<file path="src/rtl/instr_fetch.sv">
// Instruction fetch stage: word fetch into a 16-bit parcel buffer,
// RVC/32-bit extraction into the IF/ID register, redirect handling.
module instr_fetch #(
    parameter logic [31:0] RESET_PC = 32'h0000_0000
) (
    input  logic        clk,
    input  logic        Rst,
    input  logic        dbg,
    input  logic        mem_hold,
    input  logic        hz,
    input  logic        branch,
    input  logic [31:0] branoff,
    input  logic        trigger_trap,
    input  logic [31:0] trap_addr,
    input  logic        trap_ret,
    input  logic [31:0] ret_addr,
    output logic        imem_req,
    output logic [31:0] imem_addr,
    input  logic [31:0] imem_rdata,
    input  logic        imem_valid,
    output logic [31:0] ins,
    output logic [31:0] IF_ID_pres_addr,
    output logic        comp_sig
);

    typedef enum logic [1:0] {
        S_RUN,
        S_WAIT,
        S_DROP
    } st_e;

    st_e             st_q, st_d;
    logic [3:0][15:0] pbuf_q, pbuf_d;
    logic [2:0]      cnt_q, cnt_d;
    logic [31:0]     pc_q, pc_d;
    logic [31:0]     faddr_q, faddr_d;
    logic            skip_q, skip_d;
    logic [31:0]     ins_q, ins_d;
    logic [31:0]     pa_q, pa_d;
    logic            cmp_q, cmp_d;

    logic        adv;
    logic        redir;
    logic [31:0] tgt;
    logic        is32;
    logic        avail;
    logic        take;
    logic        issue;
    logic        append;
    logic [1:0]  idx;

    assign adv    = !dbg && !mem_hold;
    assign redir  = adv && (trigger_trap || trap_ret || branch);
    assign is32   = (pbuf_q[0][1:0] == 2'b11);
    assign avail  = is32 ? (cnt_q >= 3'd2) : (cnt_q >= 3'd1);
    assign take   = adv && !hz && avail && !redir;
    assign issue  = (st_q == S_RUN) && adv && (cnt_q <= 3'd2) && !redir;
    assign append = imem_valid && (st_q == S_WAIT) && !redir;

    always_comb begin
        tgt = branoff;
        if (trigger_trap) begin
            tgt = trap_addr;
        end else if (trap_ret) begin
            tgt = ret_addr;
        end
    end

    // Shift out consumed parcels first, then append at the new tail.
    always_comb begin
        pbuf_d = pbuf_q;
        cnt_d  = cnt_q;
        idx    = 2'd0;
        if (take) begin
            if (is32) begin
                pbuf_d = {32'h0, pbuf_q[3], pbuf_q[2]};
                cnt_d  = cnt_q - 3'd2;
            end else begin
                pbuf_d = {16'h0, pbuf_q[3], pbuf_q[2], pbuf_q[1]};
                cnt_d  = cnt_q - 3'd1;
            end
        end
        if (append) begin
            idx = cnt_d[1:0];
            if (skip_q) begin
                pbuf_d[idx] = imem_rdata[31:16];
                cnt_d       = cnt_d + 3'd1;
            end else begin
                pbuf_d[idx]        = imem_rdata[15:0];
                pbuf_d[idx + 2'd1] = imem_rdata[31:16];
                cnt_d              = cnt_d + 3'd2;
            end
        end
        if (redir) begin
            cnt_d = 3'd0;
        end
    end

    always_comb begin
        st_d    = st_q;
        pc_d    = pc_q;
        faddr_d = faddr_q;
        skip_d  = skip_q;
        unique case (st_q)
            S_RUN:   if (issue) st_d = S_WAIT;
            S_WAIT: begin
                if (imem_valid) begin
                    st_d = S_RUN;
                end else if (redir) begin
                    st_d = S_DROP;
                end
            end
            S_DROP:  if (imem_valid) st_d = S_RUN;
            default: st_d = S_RUN;
        endcase
        if (redir) begin
            pc_d    = tgt & 32'hFFFF_FFFE;
            faddr_d = tgt & 32'hFFFF_FFFC;
            skip_d  = tgt[1];
        end else begin
            if (take) begin
                pc_d = pc_q + (is32 ? 32'd4 : 32'd2);
            end
            if (issue) begin
                faddr_d = faddr_q + 32'd4;
            end
            if (append) begin
                skip_d = 1'b0;
            end
        end
    end

    always_comb begin
        ins_d = ins_q;
        pa_d  = pa_q;
        cmp_d = cmp_q;
        if (redir || (adv && !hz && !avail)) begin
            ins_d = 32'h0;
            cmp_d = 1'b0;
        end else if (take) begin
            ins_d = is32 ? {pbuf_q[1], pbuf_q[0]} : {16'h0, pbuf_q[0]};
            pa_d  = pc_q;
            cmp_d = !is32;
        end
    end

    always_ff @(posedge clk or posedge Rst) begin
        if (Rst) begin
            st_q    <= S_RUN;
            pbuf_q  <= '0;
            cnt_q   <= 3'd0;
            pc_q    <= RESET_PC;
            faddr_q <= RESET_PC & 32'hFFFF_FFFC;
            skip_q  <= RESET_PC[1];
            ins_q   <= 32'h0;
            pa_q    <= 32'h0;
            cmp_q   <= 1'b0;
        end else begin
            st_q    <= st_d;
            pbuf_q  <= pbuf_d;
            cnt_q   <= cnt_d;
            pc_q    <= pc_d;
            faddr_q <= faddr_d;
            skip_q  <= skip_d;
            ins_q   <= ins_d;
            pa_q    <= pa_d;
            cmp_q   <= cmp_d;
        end
    end

    // Request is combinational so it can leave in the first cycle after reset.
    assign imem_req        = issue && !Rst;
    assign imem_addr       = faddr_q;
    assign ins             = ins_q;
    assign IF_ID_pres_addr = pa_q;
    assign comp_sig        = cmp_q;

endmodule

</file>
<file path="config.mk">
export PLATFORM = sky130hd
export DESIGN_NAME = instr_fetch
export DESIGN_NICKNAME = d
export VERILOG_FILES = /design/src/rtl/instr_fetch.sv
export SDC_FILE = /design/constraint.sdc
export NUM_CORES = 1
export LEC_CHECK = 0
export ABC_AREA = 1
export CAP_MARGIN = 5
export CORE_UTILIZATION = 40
export CTS_BUF_LIST = sky130_fd_sc_hd__clkbuf_4 sky130_fd_sc_hd__clkbuf_8
export CTS_CLUSTER_SIZE = 28
export DETAILED_ROUTE_END_ITERATION = 12
export PLACE_DENSITY = 0.64
export SLEW_MARGIN = 20
export SYNTH_ARGS = -nofsm -noshare
export SYNTH_HDL_FRONTEND = slang
export SYNTH_SLANG_ARGS = --single-unit
</file>
<file path="constraint.sdc">
create_clock -name clk -period 10.72 [get_ports clk]
set_input_delay 1.072 -clock clk [delete_from_list [all_inputs] [get_ports clk]]
set_output_delay 1.072 -clock clk [all_outputs]
set_load 0.02 [all_outputs]
</file>
==> results.yml, run 1 <==
routing:
  ant_nets: 0
  vias: 14619
  via_per_inst: 5.377
  drc: 0
  wl_um: 47110
  drtIter0Drc: 1178
  first_pass_iters: 5
  wl_per_cell_um: 17.33
critical_path:
  critPathKind: "primary input to register"
  critPathBufInv: 6
  crit_chain: "clkdlybuf4s50_1 > buf_4 > inv_2 > nand2_1 > nand2_4 > buf_4 > nand4_4 > inv_2 > nand2_1 > nand2_1 > buf_4 > nand2_4 > nand3_2 > nand2_1 > nand2_1"
  worstPathRequired_ns: 11.15
  crit_family: "simple AND/OR/NAND/NOR gates"
  critPathLaunchType: "primary input"
  cp.depth: 15
  crit_fanout: 66
  r2r_cells: 12
  cp.arrival_ns: 6.54
  slowest_stage: "buf_4"
  cpPeakStageDelay_ns: 0.66
  critPathMostFrequentCell: "nand2_1"
  end_kind: "register"
synthesis:
  synth_seq_cells: 195
  synth_top_area_share_pct: 35.99
  synth_top_cell_by_area: "dfrtp_1"
  synth_top_family_by_area: "simple AND/OR/NAND/NOR gates"
  synth_cell_types: 47
  muxShareOfSynthArea_pct: 0
  yosys.area_share.simple_pct: 38.86
  synth_area_um2: 13560
  synth.area.top_cells: "dfrtp_1 (36%), nand2_1 (23%), nand3_1 (8.9%), o21ai_0 (5.6%), inv_1 (5.4%)"
  yosysSeqAreaShare_pct: 35.99
  synth_compound_area_share_pct: 13.48
  async_reset_ff_share_pct: 100.0
  synth_area_per_cell_um2: 6.402
  synth_edf_count: 0
  ys_warn_count: 0
  synthAdderAreaFrac_pct: 0.7936
  synthFlopType: "dfrtp_1"
  synthXorXnorAreaFrac_pct: 0.8397
  netlist_instances: 2118
cells_and_area:
  drive_above_1_share_pct: 4.095
  instances_no_fill: 2719
  final_common_cell: "nand2_1"
  syn2layout_area_growth_pct: 21.04
  final_cell_mix: "nand2_1 (825), nand3_1 (241), clkdlybuf4s50_1 (228), dfrtp_1 (194), inv_1 (194)"
  nets: 2403
  num_antenna_cells: 0
  nFillCells: 3408
floorplan:
  start_util_pct: 40.54
  rows: 67
  die_h_um: 186.1
  coreArea_um2: 33450
  die_area_um2: 34640
  die_x_um: 186.1
  io_pins: 235
grt:
  antenna_found_initial: 0
  overflow: 0
  grt_pass1_vias: 13649
  grt_max_degree: 125
  gr-usage-all-layers_pct: 27.58
  grt_pass1_wl_um: 73690
sta:
  fin_crit_ns: 6.109
  finalSetupViolations: 0
  finalWorstSetupSlack_ns: 4.611
  final-hold-violation-count: 0
  period_share_pct: 56.98
  fin_hold_ws_ns: 0.4921
  report.final.slew_viol_count: 0
  maxSlewHeadroom_pct: 29.17
  tightest_slew_ns: 1.062
  finClkSkew_ns: 0.02782
  fin_tns_setup_ns: 0
  rsz0062_at_grt: "no"
  fmax_mhz: 163.7
clock_network:
  numCtsBuffers: 17
  clock-sinks: 195
  path_clk_slew_ns: 0.11
  post-cts-setup-buffers: 0
  root_buffer: "clkbuf_8"
  cts_tree: "done"
  clockBufferDepth: 2
  htreeDepth: 4
  post_cts_resized: 0
  clk_latency_ns: 0.50
  hold_buffers: 0
power_and_ir_drop:
  peakVddDrop_v: 0.0001384
  p_total_w: 0.003894
  p_leak_nw: 8.128
  power_per_cell_area_nw_per_um2: 237.2
worst_hold_path:
  min_path_cells: 2
  hold_class: "register to register"
place:
  dp.cells: 2687
  dp_hpwl_um: 32150
  place.gp.congestion: 0.9145
  numPortBuffers: 228
  place_ws_ns: 4.131
run:
  drv_cap: 0
outcome:
  status: "completed"
per-layer routing:
metal / global-route usage (%) / wire [um] / up-vias
li1: - / - / 7127
met4: 14.39 / 2300 / 0
met2: 45.64 / 21890 / 564
met3: 4.657 / 3227 / 114
met1: 34.46 / 19690 / 6814
met5: 0 / 0 / -
power by group:
group          internal [W]  switching (W)  leakage [nW]
registers           0.00100       0.000254          2.46
clock network      0.000203       0.000322         0.219
logic              0.000743        0.00137          5.45
final cells by class:
class	instances	area, um^2	share of cell area [%]
clock inverters	15	207.7	1.266
well taps	448	560.5	3.415
clock buffers	17	234.0	1.426
inverters	210	797.0	4.856
repair buffers	244	2402	14.64
flip-flops and latches	195	4881	29.74
multi-input cells	1590	7330	44.66
registers in the layout, indices dropped and copies added, names as in the netlist, 2 cells and up:
register	cells
imem_addr	30
pbuf_q	64
st_q	2
ins	32
cnt_q	3
IF_ID_pres_addr	31
pc_q	31
per-stage QoR:
step                      cell area, um^2  util (%)
after floorplan                     13570         -
after global placement              15970     47.74
after detailed placement            15970     47.74
after CTS                           16410     49.06
after global routing                16410     49.07
final                               16410     49.07
worst reg2reg max path, cell delays in order (launching register included):
cell and delay (ns):
dfrtp_1 0.43, nand2_2 0.07, buf_4 0.27, inv_2 0.79, nand3_2 0.27, nand4_4 0.47, nand2_1 0.21, nand2_2 0.11
buf_4 0.60, nand2_4 0.51, nand3_2 0.58, nand2_1 0.11, nand2_1 0.11
kinds of logic after synthesis:
family / after synthesis
AO/OA/AOI/OAI: 311
XOR/XNOR: 13
adder cells (fa/ha/maj): 8
buffers and inverters: 335
flip-flops: 195
other: 1
AND/OR/NAND/NOR: 1255
path summary, 6_finish.rpt:
path,start,to,slack (ns)
min,IF_ID_pres_addr[7],IF_ID_pres_addr[7],0.49
max in group asynchronous,Rst,pbuf_q[41],8.08
min in group asynchronous,Rst,st_q[0],1.15
max reg2reg,pbuf_q[0],pbuf_q[35],6.11
min reg2reg,IF_ID_pres_addr[7],IF_ID_pres_addr[7],0.49
max,trap_ret,pbuf_q[35],4.61
cells in the mapped netlist (6+ instances only):
| cell type | number |
|---|---|
| nand2_1 | 825 |
| inv_2 | 10 |
| ha_1 | 7 |
| nor2_1 | 112 |
| a22oi_1 | 18 |
| o211ai_1 | 20 |
| nand3_1 | 241 |
| inv_1 | 196 |
| nor4_1 | 6 |
| dfrtp_1 | 195 |
| clkbuf_1 | 71 |
| nor3_1 | 23 |
| a32o_1 | 15 |
| o21ai_1 | 8 |
| buf_4 | 13 |
| a21oi_1 | 36 |
| buf_2 | 23 |
| o22ai_1 | 14 |
| xor2_1 | 12 |
| nand2_2 | 6 |
| a31oi_1 | 33 |
| buf_1 | 15 |
| o21ai_0 | 153 |
| nand4_1 | 16 |
No activity file was read; power rests on OpenSTA's default activity.
==> run 2: changes to the inputs <==
==> constraint.sdc (replaced) <==
create_clock -name clk -period 6 [get_ports clk]
set_input_delay 0.6 -clock clk [delete_from_list [all_inputs] [get_ports clk]]
set_output_delay 0.6 -clock clk [all_outputs]
set_load 0.02 [all_outputs]
==> run 2 against run 1 <==
  * Total power increased by 79%
  * Sequential power is 79% higher
  * Clock-buffer cell count unchanged
  * Via count is 0.40% higher
  * Non-clock buffer count is 3 higher
  * Die area unchanged
  * Final cell count up 0.11%
  * Global-route usage is 0.098 points lower
==> results.yml, run 2 (synthesized netlist as in run 1, its figures left out) <==
clock_network:
  root_buffer: "clkbuf_8"
  clockBufferDepth: 2
  hold_buffers: 0
  post_cts_resized: 0
  htreeDepth: 4
  path_clk_slew_ns: 0.12
  clock-sinks: 195
  clk_latency_ns: 0.51
  cts_tree: "done"
  numCtsBuffers: 17
  post-cts-setup-buffers: 0
cells_and_area:
  final_common_cell: "nand2_1"
  largest-register: "pbuf_q"
  largest_reg_flops: 64
  nets: 2406
  drive_above_1_share_pct: 4.178
  syn2layout_area_growth_pct: 21.10
  final_cell_mix: "nand2_1 (825), nand3_1 (241), clkdlybuf4s50_1 (228), dfrtp_1 (194), inv_1 (194)"
  num_antenna_cells: 0
grt:
  overflow: 0
  use_met1_pct: 34.11
  grt_pass1_wl_um: 73040
  use_met2_pct: 47.49
  grt_pass1_vias: 13356
  use_met3_pct: 3.737
  top_usage_layer: "met2"
  antenna_found_initial: 0
  grt_max_degree: 141
  gr-usage-all-layers_pct: 27.49
power_and_ir_drop:
  p_leak_nw: 8.135
  peakVddDrop_v: 0.0002356
  power_per_cell_area_nw_per_um2: 423.3
  p_total_w: 0.006952
critical_path:
  crit_chain: "clkdlybuf4s50_1 > inv_2 > nand2_1 > nand2_4 > nand4_4 > nand2_1 > nand2_1 > nand2_4 > nand3_2 > nand2_1 > nand2_1"
  critPathLaunchType: "primary input"
  timing.rr.start: "cnt_q[1]"
  cp-startpoint: "trap_ret"
  end_kind: "register"
  r2r_cells: 13
  critPathMostFrequentCell: "nand2_1"
  crit_family: "simple AND/OR/NAND/NOR gates"
  cpPeakStageDelay_ns: 0.68
  critPathKind: "primary input to register"
  crit_fanout: 34
  cp.arrival_ns: 4.68
  worstPathRequired_ns: 6.40
  cp.depth: 11
  slowest_stage: "nand2_4"
  critPathBufInv: 2
sta:
  report.final.slew_viol_count: 0
  finalWorstSetupSlack_ns: 1.718
  finClkSkew_ns: 0.02451
  fmax_mhz: 233.6
  rsz0062_at_grt: "no"
  fin_tns_setup_ns: 0
  final-hold-violation-count: 0
  maxSlewHeadroom_pct: 30.33
  finalSetupViolations: 0
  fin_crit_ns: 4.282
  period_share_pct: 71.36
  tightest_slew_ns: 1.045
  fin_hold_ws_ns: 0.4953
floorplan:
  die_x_um: 186.1
  coreArea_um2: 33450
  io_pins: 235
  rows: 67
  die_area_um2: 34640
  start_util_pct: 40.54
  die_h_um: 186.1
place:
  numPortBuffers: 228
  place.gp.congestion: 0.9383
  dp_hpwl_um: 32740
  place_ws_ns: 1.221
routing:
  wl_per_cell_um: 17.43
  wl_um: 47450
  vias: 14677
  drtIter0Drc: 1167
  drc: 0
  via_per_inst: 5.392
  first_pass_iters: 6
  ant_nets: 0
worst_hold_path:
  min_path_cells: 2
  hp-start: "IF_ID_pres_addr[30]"
  hold_class: "register to register"
outcome:
  status: "completed"
run:
  drv_cap: 0
==> run 2: changes by cell type in the layout (fill, tap and decap cells not counted) <==
cell,before,now
clkinvlp_4,0,1
clkinv_8,6,4
clkinv_1,3,4
buf_4,16,19
inv_8,5,6
inv_2,11,10
==> run 2: per-stage QoR <==
| step | area, um^2 | util [%] | cells |
|---|---|---|---|
| after floorplan | 13570 | - | 2120 |
| after global placement | 15990 | 47.81 | 2690 |
| after detailed placement | 15990 | 47.81 | 2690 |
| after CTS | 16410 | 49.07 | 2722 |
| after global routing | 16420 | 49.09 | 2722 |
| final | 16420 | 49.09 | 2722 |
==> run 2: cell type report <==
class / instances / area, um^2
Fill cell: 3415 / 17030
Sequential cell: 195 / 4881
Clock inverter: 15 / 188.9
Clock buffer: 17 / 234.0
Inverter: 210 / 802.0
Multi-Input combinational cell: 1590 / 7330
Timing Repair Buffer: 247 / 2425
Tap cell: 448 / 560.5
==> run 2: final timing paths <==
check	slack, ns	to
worst max register to register	2.13	pbuf_q[45]
max in group asynchronous	4.10	pbuf_q[13]
min in group asynchronous	0.64	st_q[0]
worst min-delay path	0.50	IF_ID_pres_addr[30]
worst min register to register	0.50	IF_ID_pres_addr[30]
worst max-delay path	1.72	pbuf_q[45]
==> run 2: worst reg2reg max path: cells and delay by family, from the launching register on <==
family                   cells  cell delay [ns]
flip-flops                   1             0.42
adder cells (fa/ha/maj)      1             0.20
buffers and inverters        3             0.33
AND/OR/NAND/NOR              9             2.80
==> run 2: power by group <==
group / switching (W) / internal [W]
clock network: 0.000576 / 0.000358
logic: 0.00245 / 0.00133
registers: 0.000456 / 0.00179
==> run 2: per-layer routing <==
layer  part of all wire (%)  up-vias
met4                    3.6        0
met2                     49      590
met3                    6.8       91
met1                     41     6863
met5                      0        -
li1                       -     7133
==> run 3: changes to the inputs <==
--- a/config.mk
+++ b/config.mk
@@ -11,7 +11,7 @@
 export CTS_BUF_LIST = sky130_fd_sc_hd__clkbuf_4 sky130_fd_sc_hd__clkbuf_8
 export CTS_CLUSTER_SIZE = 28
 export DETAILED_ROUTE_END_ITERATION = 12
-export PLACE_DENSITY = 0.64
+export PLACE_DENSITY = 0.67
 export SLEW_MARGIN = 20
 export SYNTH_ARGS = -nofsm -noshare
 export SYNTH_HDL_FRONTEND = slang
==> constraint.sdc (replaced) <==
create_clock -name clk -period 3.5 [get_ports clk]
set_input_delay 0.35 -clock clk [delete_from_list [all_inputs] [get_ports clk]]
set_output_delay 0.35 -clock clk [all_outputs]
set_load 0.02 [all_outputs]
==> run 3 against run 2 <==
  * Clock-buffer cell count grew 2
  * Total power is 73% higher
  * Clock skew is 0.0076 ns lower
  * Utilization up 0.43 points
  * First-iteration DRC count rose by 10%
  * Largest cell class unchanged
  * Global-route usage rose by 0.20 points
  * Flip-flop and latch count stayed put
  * Critical path depth unchanged
  * Clock power grew 68%
==> results.yml, run 3 (synthesized netlist as in run 1, its figures left out) <==
grt:
  antenna_found_initial: 0
  grt_pass1_vias: 13464
  grt_max_degree: 82
  gr-usage-all-layers_pct: 27.69
  grt_pass1_wl_um: 74130
  overflow: 0
floorplan:
  die_h_um: 186.1
  die_x_um: 186.1
  coreArea_um2: 33450
  io_pins: 235
  rows: 67
  start_util_pct: 40.54
  die_area_um2: 34640
cells_and_area:
  multiInputGateArea_um2: 7335
  nFillCells: 3365
  syn2layout_area_growth_pct: 22.16
  final_area_um2: 16560
  largest_reg_flops: 64
  largest-register: "pbuf_q"
  num_antenna_cells: 0
  drive_above_1_share_pct: 4.972
  nets: 2425
  seqCellArea_um2: 4881
  final_cell_mix: "nand2_1 (825), nand3_1 (241), clkdlybuf4s50_1 (228), dfrtp_1 (194), inv_1 (194)"
  final_common_cell: "nand2_1"
sta:
  report.final.slew_viol_count: 0
  maxSlewHeadroom_pct: 43.46
  period_share_pct: 91.51
  finalWorstSetupSlack_ns: 0.2972
  fin_crit_ns: 3.203
  fmax_mhz: 312.2
  finalSetupViolations: 0
  rsz0062_at_grt: "no"
  finClkSkew_ns: 0.01689
  tightest_slew_ns: 0.8481
  fin_tns_setup_ns: 0
  final-hold-violation-count: 0
critical_path:
  worstPathRequired_ns: 3.87
  cp.arrival_ns: 3.57
  critPathKind: "register to register"
  crit_fanout: 23
  end_kind: "register"
  critPathLaunchType: "register"
place:
  dp_hpwl_um: 34040
  place_ws_ns: 0.2000
  dpl-instance-area_um2: 16160
  numPortBuffers: 228
  place.gp.congestion: 0.8920
clock_network:
  htreeDepth: 4
  root_buffer: "clkbuf_8"
  cts_tree: "done"
  post-cts-setup-buffers: 0
  clockBufferDepth: 2
  clock-sinks: 195
  clk_latency_ns: 0.48
  numCtsBuffers: 17
  path_clk_slew_ns: 0.12
power_and_ir_drop:
  p_int_w: 0.006097
  combPwrFrac_pct: 54.9
  pwr-share-seq_pct: 32.0
  p_clk_share_pct: 13.1
  peakVddDrop_v: 0.0003784
  p_leak_nw: 8.219
  switching_power_w: 0.005896
  switching_share_pct: 49.16
  power_per_cell_area_nw_per_um2: 724.0
routing:
  drtIter0Drc: 1284
  wl_um: 47660
  first_pass_iters: 6
  drc: 0
  wl_per_cell_um: 17.39
  via_per_inst: 5.406
  vias: 14818
  ant_nets: 0
run:
  drv_cap: 0
outcome:
  status: "completed"
worst_hold_path:
  hold_class: "primary input to async pin"
[run 3: per-layer routing]
layer,wire length (um),vias to the layer above,GRT usage [%]
met2,22640,640,46.70
li1,-,7180,-
met4,1456,0,10.72
met5,0,-,0
met3,3396,78,3.541
met1,20170,6920,35.96
[run 3: worst paths after layout]
path | from | endpoint | slack (ns) | depth (start not counted)
setup reg to reg | pbuf_q[0] | pbuf_q[35] | 0.30 | 11
max in group asynchronous | Rst | pc_q[22] | 2.23 | 3
setup / recovery | pbuf_q[0] | pbuf_q[35] | 0.30 | 11
min in group clk | imem_valid | st_q[1] | 0.49 | 2
hold / removal | Rst | skip_q | 0.24 | 2
hold reg to reg | IF_ID_pres_addr[22] | IF_ID_pres_addr[22] | 0.49 | 2
[run 3: final cells by class]
cell class	count	area share (%)
Inverter	210	4.781
Clock buffer	19	1.541
Sequential cell	195	29.47
Multi-Input combinational cell	1590	44.28
Clock inverter	13	0.8989
Timing Repair Buffer	266	15.65
Tap cell	448	3.384
[run 3: power groups by stage]
stage	sequential (W)	combinational, W	clock, W
3_5_place_dp	0.00388	0.00651	0
5_1_grt	0.00394	0.00738	0.00167
6_report	0.00384	0.00659	0.00157
2_1_floorplan	0.00403	0.00416	0
3_3_place_gp	0.00385	0.00639	0
4_1_cts	0.00383	0.00654	0.00159
[run 3: metrics by stage]
| step | power, W | std cells | hold slack, ns | util, % |
|---|---|---|---|---|
| final | 0.01199 | 2741 | 0.2410 | 49.52 |
| after global routing | 0.01300 | 2741 | 0.2550 | 49.52 |
| after CTS | 0.01197 | 2741 | 0.2212 | 49.51 |
| after detailed placement | 0.01039 | 2709 | 0.4652 | 48.30 |
| after global placement | 0.01024 | 2709 | 0.4613 | 48.30 |
| after floorplan | 0.008189 | 2120 | 0.4459 | - |
[run 3: critical path: stages, from the launching register on]
cell and delay (ns):
dfrtp_1 0.51, nand2_4 0.21, inv_2 0.32, nand3_2 0.18, nand2_1 0.12, nor2_2 0.07, nand3_1 0.09, nand2_2 0.31
nand2_4 0.44, nand3_2 0.52, nand2_1 0.21, nand2_1 0.07
[run 3: repair_timing]
action,4_1_cts,5_1_grt
endpoints found under the hold margin,0,0
hold buffers,0,0
resized for setup,0,1
endpoints found under the setup margin,0,5
